### config.mk
export PLATFORM = sky130hd
export DESIGN_NAME = sbox_seq_ctrl
export DESIGN_NICKNAME = d
export VERILOG_FILES = /design/src/rtl/sbox_seq_ctrl.sv
export SDC_FILE = /design/constraint.sdc
export NUM_CORES = 1
export LEC_CHECK = 0
export BUFFER_PORTS_ARGS = -buffer_cell sky130_fd_sc_hd__buf_2
export CORE_UTILIZATION = 50
export CTS_CLUSTER_DIAMETER = 200
export DETAILED_ROUTE_END_ITERATION = 7
export PLACE_DENSITY = 0.74
export SLEW_MARGIN = 10
export SYNTH_ARGS = -nofsm -noshare
export SYNTH_HDL_FRONTEND = slang
export SYNTH_SLANG_ARGS = --single-unit
### constraint.sdc
create_clock -name clk -period 5.14 [get_ports clk]
set_input_delay 0.257 -clock clk [delete_from_list [all_inputs] [get_ports clk]]
set_output_delay 0.257 -clock clk [all_outputs]
set_load 0.1 [all_outputs]
### src/rtl/sbox_seq_ctrl.sv
// sbox_seq_ctrl
//   Sequences the eight DES S-box lookups of one 48-bit expanded, key-mixed
//   word through a single shared S-box bank, one lookup per clock, and
//   assembles the eight 4-bit results into a 32-bit word.
//
//   Configuration macro: SBOX_SEQ_PPERM_EN
//     undefined -> out_data is the raw concatenation S1..S8 (S1 in [31:28])
//     defined   -> out_data is the DES P-permutation of that concatenation,
//                  applied combinationally (no extra latency)
//
// Ports
//   clk        rising-edge clock
//   rst_n      asynchronous active-low reset
//   in_valid   producer offers in_data
//   in_ready   block can accept a word (IDLE only)
//   in_data    48-bit S-box input word, [47:42] -> S1 ... [5:0] -> S8
//   flush      synchronous abort, returns to IDLE and drops any result
//   sb_sel     shared bank select (0 = S1 ... 7 = S8), 0 outside LOOKUP
//   sb_addr    6-bit raw S-box address, 0 outside LOOKUP
//   sb_dout    combinational bank result for the current sb_sel/sb_addr
//   out_valid  out_data holds a completed result (DONE only)
//   out_ready  consumer accepts out_data
//   out_data   32-bit assembled result
//   busy       high whenever the FSM is not in IDLE
module sbox_seq_ctrl (
  input  logic        clk,
  input  logic        rst_n,
  input  logic        in_valid,
  output logic        in_ready,
  input  logic [47:0] in_data,
  input  logic        flush,
  output logic [2:0]  sb_sel,
  output logic [5:0]  sb_addr,
  input  logic [3:0]  sb_dout,
  output logic        out_valid,
  input  logic        out_ready,
  output logic [31:0] out_data,
  output logic        busy
);

  typedef enum logic [1:0] {
    IDLE   = 2'd0,
    LOOKUP = 2'd1,
    DONE   = 2'd2
  } state_t;

  state_t      state, state_nxt;
  logic [2:0]  idx;
  logic [47:0] in_reg;
  // Nibbles are collected here and only copied to out_reg on the final
  // lookup, so out_data never shows a partially built result.
  logic [27:0] acc_reg;
  logic [31:0] out_reg;

`ifdef SBOX_SEQ_PPERM_EN
  // DES P table: output bit i (1 = MSB) takes input bit P_TAB[i-1].
  localparam int P_TAB [32] = '{16,  7, 20, 21, 29, 12, 28, 17,
                                 1, 15, 23, 26,  5, 18, 31, 10,
                                 2,  8, 24, 14, 32, 27,  3,  9,
                                19, 13, 30,  6, 22, 11,  4, 25};

  function automatic logic [31:0] pperm(input logic [31:0] r);
    logic [31:0] p;
    p = '0;
    for (int i = 0; i < 32; i++) begin
      p[31-i] = r[32-P_TAB[i]];
    end
    return p;
  endfunction
`endif

  // 6-bit field of the held word for lookup number i (S1 field first).
  function automatic logic [5:0] field_sel(input logic [47:0] w,
                                           input logic [2:0]  i);
    logic [5:0] f;
    case (i)
      3'd0:    f = w[47:42];
      3'd1:    f = w[41:36];
      3'd2:    f = w[35:30];
      3'd3:    f = w[29:24];
      3'd4:    f = w[23:18];
      3'd5:    f = w[17:12];
      3'd6:    f = w[11:6];
      default: f = w[5:0];
    endcase
    return f;
  endfunction

  // State register
  always_ff @(posedge clk or negedge rst_n) begin
    if (!rst_n) state <= IDLE;
    else        state <= state_nxt;
  end

  // Next-state logic; flush overrides every other transition.
  always_comb begin
    state_nxt = state;
    case (state)
      IDLE:    if (in_valid)     state_nxt = LOOKUP;
      LOOKUP:  if (idx == 3'd7)  state_nxt = DONE;
      DONE:    if (out_ready)    state_nxt = IDLE;
      default:                   state_nxt = IDLE;
    endcase
    if (flush) state_nxt = IDLE;
  end

  // Word capture, lookup index and result assembly
  always_ff @(posedge clk or negedge rst_n) begin
    if (!rst_n) begin
      idx     <= '0;
      in_reg  <= '0;
      acc_reg <= '0;
      out_reg <= '0;
    end else if (flush) begin
      idx <= '0;
    end else begin
      case (state)
        IDLE: begin
          if (in_valid) begin
            in_reg <= in_data;
            idx    <= '0;
          end
        end
        LOOKUP: begin
          acc_reg <= {acc_reg[23:0], sb_dout};
          idx     <= idx + 3'd1;
          if (idx == 3'd7) out_reg <= {acc_reg, sb_dout};
        end
        default: ;
      endcase
    end
  end

  // Outputs
  always_comb begin
    in_ready  = (state == IDLE);
    out_valid = (state == DONE);
    busy      = (state != IDLE);
    sb_sel    = '0;
    sb_addr   = '0;
    if (state == LOOKUP) begin
      sb_sel  = idx;
      sb_addr = field_sel(in_reg, idx);
    end
`ifdef SBOX_SEQ_PPERM_EN
    out_data = pperm(out_reg);
`else
    out_data = out_reg;
`endif
  end

endmodule

==> impl_metrics.sql <==
INSERT INTO impl_metrics (metric_group, metric, value, unit) VALUES
('placed_design', 'placed_area', '0.00531', 'mm2'),
('worst_hold_path', 'timing.hold.worst.class', 'in2reg', ''),
('cells_and_area', 'layout.filler_cells', '624', ''),
('sta', 'clock.fmax', '298', 'MHz'),
('route', 'antenna_violating_nets_post_route', '0', ''),
('worst_hold_path', 'hold-path-cell-count', '2', ''),
('sta', 'fin_hold_ws', '0.0286', 'ns'),
('worst_hold_path', 'min-delay-start', 'in_data[17]', ''),
('run_status', 'status', 'finished, final reports clean', ''),
('power', 'comb_power_share', '15.7', '%'),
('die', 'die_w', '99.2', 'um'),
('critical_path', 'setup.worst_path.start_class', 'flip-flop', ''),
('power', 'power.net_switching', '741', 'uW'),
('clock_tree', 'cts_max_level', '4', ''),
('critical_path', 'critPathArrivalTime', '3.10', 'ns'),
('global_routing', 'grt_pass1_wl', '16.9', 'mm'),
('route', 'routed_wl', '10.6', 'mm'),
('placed_design', 'gpl.final_weighted_congestion', '0.899', ''),
('synth', 'syn-mean-instance-area', '14.9', 'um2'),
('route', 'vias', '3213', ''),
('power', 'power_density_over_the_cells', '425', 'mW/mm2'),
('cells_and_area', 'n_antenna_cell', '0', ''),
('sta', 'tns', '0', 'ns'),
('cells_and_area', 'largest_register_ffs', '48', ''),
('sta', 'pin_slew_with_the_least_headroom_to_its_limit', '0.793', 'ns'),
('critical_path', 'ff_to_ff_setup_slack', '2.95', 'ns'),
('synth', 'synth-seq-cells', '113', ''),
('power', 'vdd_ir_drop_max', '265', 'uV'),
('synth', 'postSynthNetCount', '380', ''),
('sta', 'final-max-slew-violation-count', '0', ''),
('clock_tree', 'tritoncts', 'built', ''),
('synth', 'yosysSeqAreaShare', '59.9', '%'),
('clock_tree', 'number_of_gates_resized_after_cts', '0', ''),
('global_routing', 'globalRouteTotalUtil', '22.8', '%'),
('cells_and_area', 'layout.cells.non_filler', '595', ''),
('clock_tree', 'holdBufCountCts', '49', ''),
('placed_design', 'port-buffer-count', '100', ''),
('global_routing', 'grt_max_degree', '64', ''),
('critical_path', 'rr_worst_depth', '5', ''),
('route', 'dr.pass1.iters', '4', ''),
('synth', 'synth.lib_cells_used.distinct', '30', ''),
('power', 'swShare', '27.4', '%'),
('route', 'vias_per_cell', '5.40', ''),
('power', 'power_report.internal_total', '1.96', 'mW'),
('cells_and_area', 'fin_area', '0.00635', 'mm2'),
('critical_path', 'cp_data_required_time', '4.88', 'ns'),
('cells_and_area', 'design.final.nets', '534', ''),
('cells_and_area', 'synth_to_layout_area_growth', '34.5', '%'),
('placed_design', 'place_ws', '2.32', 'ns'),
('sta', 'fin_worst_skew', '0.00944', 'ns'),
('sta', 'final-hold-violation-count', '0', ''),
('cells_and_area', 'final_layout_size_suffix_gt1_share', '45.7', '%'),
('synth', 'number_of_synthesis_warnings', '0', ''),
('placed_design', 'detailed_place_hpwl', '6.72', 'mm'),
('die', 'die_h', '99.2', 'um'),
('power', 'totalPowerFinal', '2.70', 'mW'),
('cells_and_area', 'finalCoreUtilization', '69.1', '%'),
('route', 'initialDrtViolationCount', '86', ''),
('critical_path', 'worst_r2r_startpoint', 'state[0]', ''),
('synth', 'synth.cell_area', '0.00472', 'mm2'),
('clock_tree', 'cts.reportedPaths.clkPinSlew', '0.05', 'ns'),
('critical_path', 'r2r-end', 'out_data[0]', ''),
('clock_tree', 'clock_insertion_delay_worst_skew', '0.50', 'ns'),
('die', 'std_cell_rows', '35', ''),
('global_routing', 'final_global_route_overflow_total', '0', ''),
('clock_tree', 'ctsRootBufferMaster', 'sky130_fd_sc_hd__clkbuf_8', ''),
('sta', 'rsz0062_at_grt', 'false', ''),
('power', 'total_leakage_power', '3.12', 'nW'),
('sta', 'max_slew_margin', '47.1', '%'),
('clock_tree', 'cts_buffer_depth', '2', ''),
('sta', 'layout_worst_path_cycle_share', '65.3', '%');
synth_stat cells:
master	n	area (um2)
sky130_fd_sc_hd__a221oi_1	1	8.76
sky130_fd_sc_hd__mux2_2	81	912
sky130_fd_sc_hd__a22oi_1	6	45.0
sky130_fd_sc_hd__and2_1	5	31.3
sky130_fd_sc_hd__a41oi_1	1	8.76
sky130_fd_sc_hd__o21ai_0	10	50.1
sky130_fd_sc_hd__nor3b_2	1	12.5
sky130_fd_sc_hd__nor2b_1	3	18.8
sky130_fd_sc_hd__buf_4	4	30.0
sky130_fd_sc_hd__a221o_1	4	40.0
sky130_fd_sc_hd__nor2_1	4	15.0
sky130_fd_sc_hd__nand2_1	2	7.51
sky130_fd_sc_hd__a22o_1	5	43.8
sky130_fd_sc_hd__mux2_1	31	349
sky130_fd_sc_hd__or4_4	1	11.3
sky130_fd_sc_hd__a21oi_1	2	10.0
sky130_fd_sc_hd__nand3_1	1	5.00
sky130_fd_sc_hd__a311oi_1	1	8.76
sky130_fd_sc_hd__a32o_1	2	20.0
sky130_fd_sc_hd__nor4b_2	1	15.0
sky130_fd_sc_hd__clkbuf_1	3	11.3
sky130_fd_sc_hd__buf_2	10	50.1
sky130_fd_sc_hd__and3_1	2	12.5
sky130_fd_sc_hd__dfrtp_1	113	2830
sky130_fd_sc_hd__buf_6	2	22.5
sky130_fd_sc_hd__a21o_1	2	15.0
sky130_fd_sc_hd__inv_1	6	22.5
sky130_fd_sc_hd__o21bai_1	1	7.51
sky130_fd_sc_hd__a31oi_1	6	37.5
sky130_fd_sc_hd__ha_1	6	75.1
layer usage:
metal | wire length, um | global-route usage [%] | part of all wire (%) | up-vias
met5 | 0 | 0 | 0 | -
met4 | 224 | 10.5 | 2.1 | 0
met3 | 612 | 6.96 | 5.8 | 18
met2 | 5370 | 39.4 | 51 | 123
met1 | 4350 | 26.2 | 41 | 1597
li1 | - | - | - | 1475
area by class of cell:
class	count	area, um2	area share, %
clock buffer	18	428	6.73
clock inverter	14	130	2.05
tap	111	139	2.19
multi-input combinational	179	1780	27.9
timing repair buffer	154	1030	16.2
inverter	6	22.5	0.354
sequential	113	2830	44.5
power groups by stage:
stage	clock network [mW]	logic [mW]	registers [mW]
2_1_floorplan	0	0.312	1.17
3_3_place_gp	0	0.382	1.21
3_5_place_dp	0	0.394	1.22
4_1_cts	1.10	0.425	1.20
5_1_grt	1.14	0.460	1.23
6_report	1.07	0.424	1.20
kinds of logic (layout without fill, tap and decap cells):
logic type | count (synthesis) | after routing | synth area share (%)
flip-flops | 113 | 113 | 59.9
AO/OA/AOI/OAI | 41 | 41 | 6.25
buffers and inverters | 25 | 192 | 2.89
multiplexers | 112 | 112 | 26.7
adder cells (fa/ha/maj) | 6 | 6 | 1.59
AND/OR/NAND/NOR | 20 | 20 | 2.73
layout by cell type (no fill, tap or decap), drive strengths merged, types with 5 or more instances in the layout:
| cell | instances |
|---|---|
| and2 | 5 |
| inv | 11 |
| o21ai | 10 |
| dlygate4sd3 | 49 |
| a22o | 5 |
| mux2 | 112 |
| clkinvlp | 5 |
| a22oi | 6 |
| clkbuf | 18 |
| buf | 105 |
| a31oi | 6 |
| dfrtp | 113 |
| ha | 6 |
worst max path at each step:
stage	from	endpoint	slack, ns	depth (start not counted)
2_1_floorplan	idx[2]	sb_addr[4]	1.49	7
3_3_place_gp	idx[2]	sb_addr[4]	2.39	5
3_5_place_dp	idx[2]	sb_addr[4]	2.32	5
4_1_cts	idx[2]	sb_addr[4]	1.76	5
5_1_grt	idx[2]	sb_addr[2]	1.61	5
6_report	idx[2]	sb_addr[0]	1.78	5
critical path, stage by stage (launching register included):
cell and delay [ns]:
sky130_fd_sc_hd__dfrtp_1 0.72, sky130_fd_sc_hd__inv_1 0.28, sky130_fd_sc_hd__ha_1 0.35, sky130_fd_sc_hd__or4_4 0.58, sky130_fd_sc_hd__a41oi_1 0.20, sky130_fd_sc_hd__buf_2 0.46
Power figures use the tool's default switching activity.
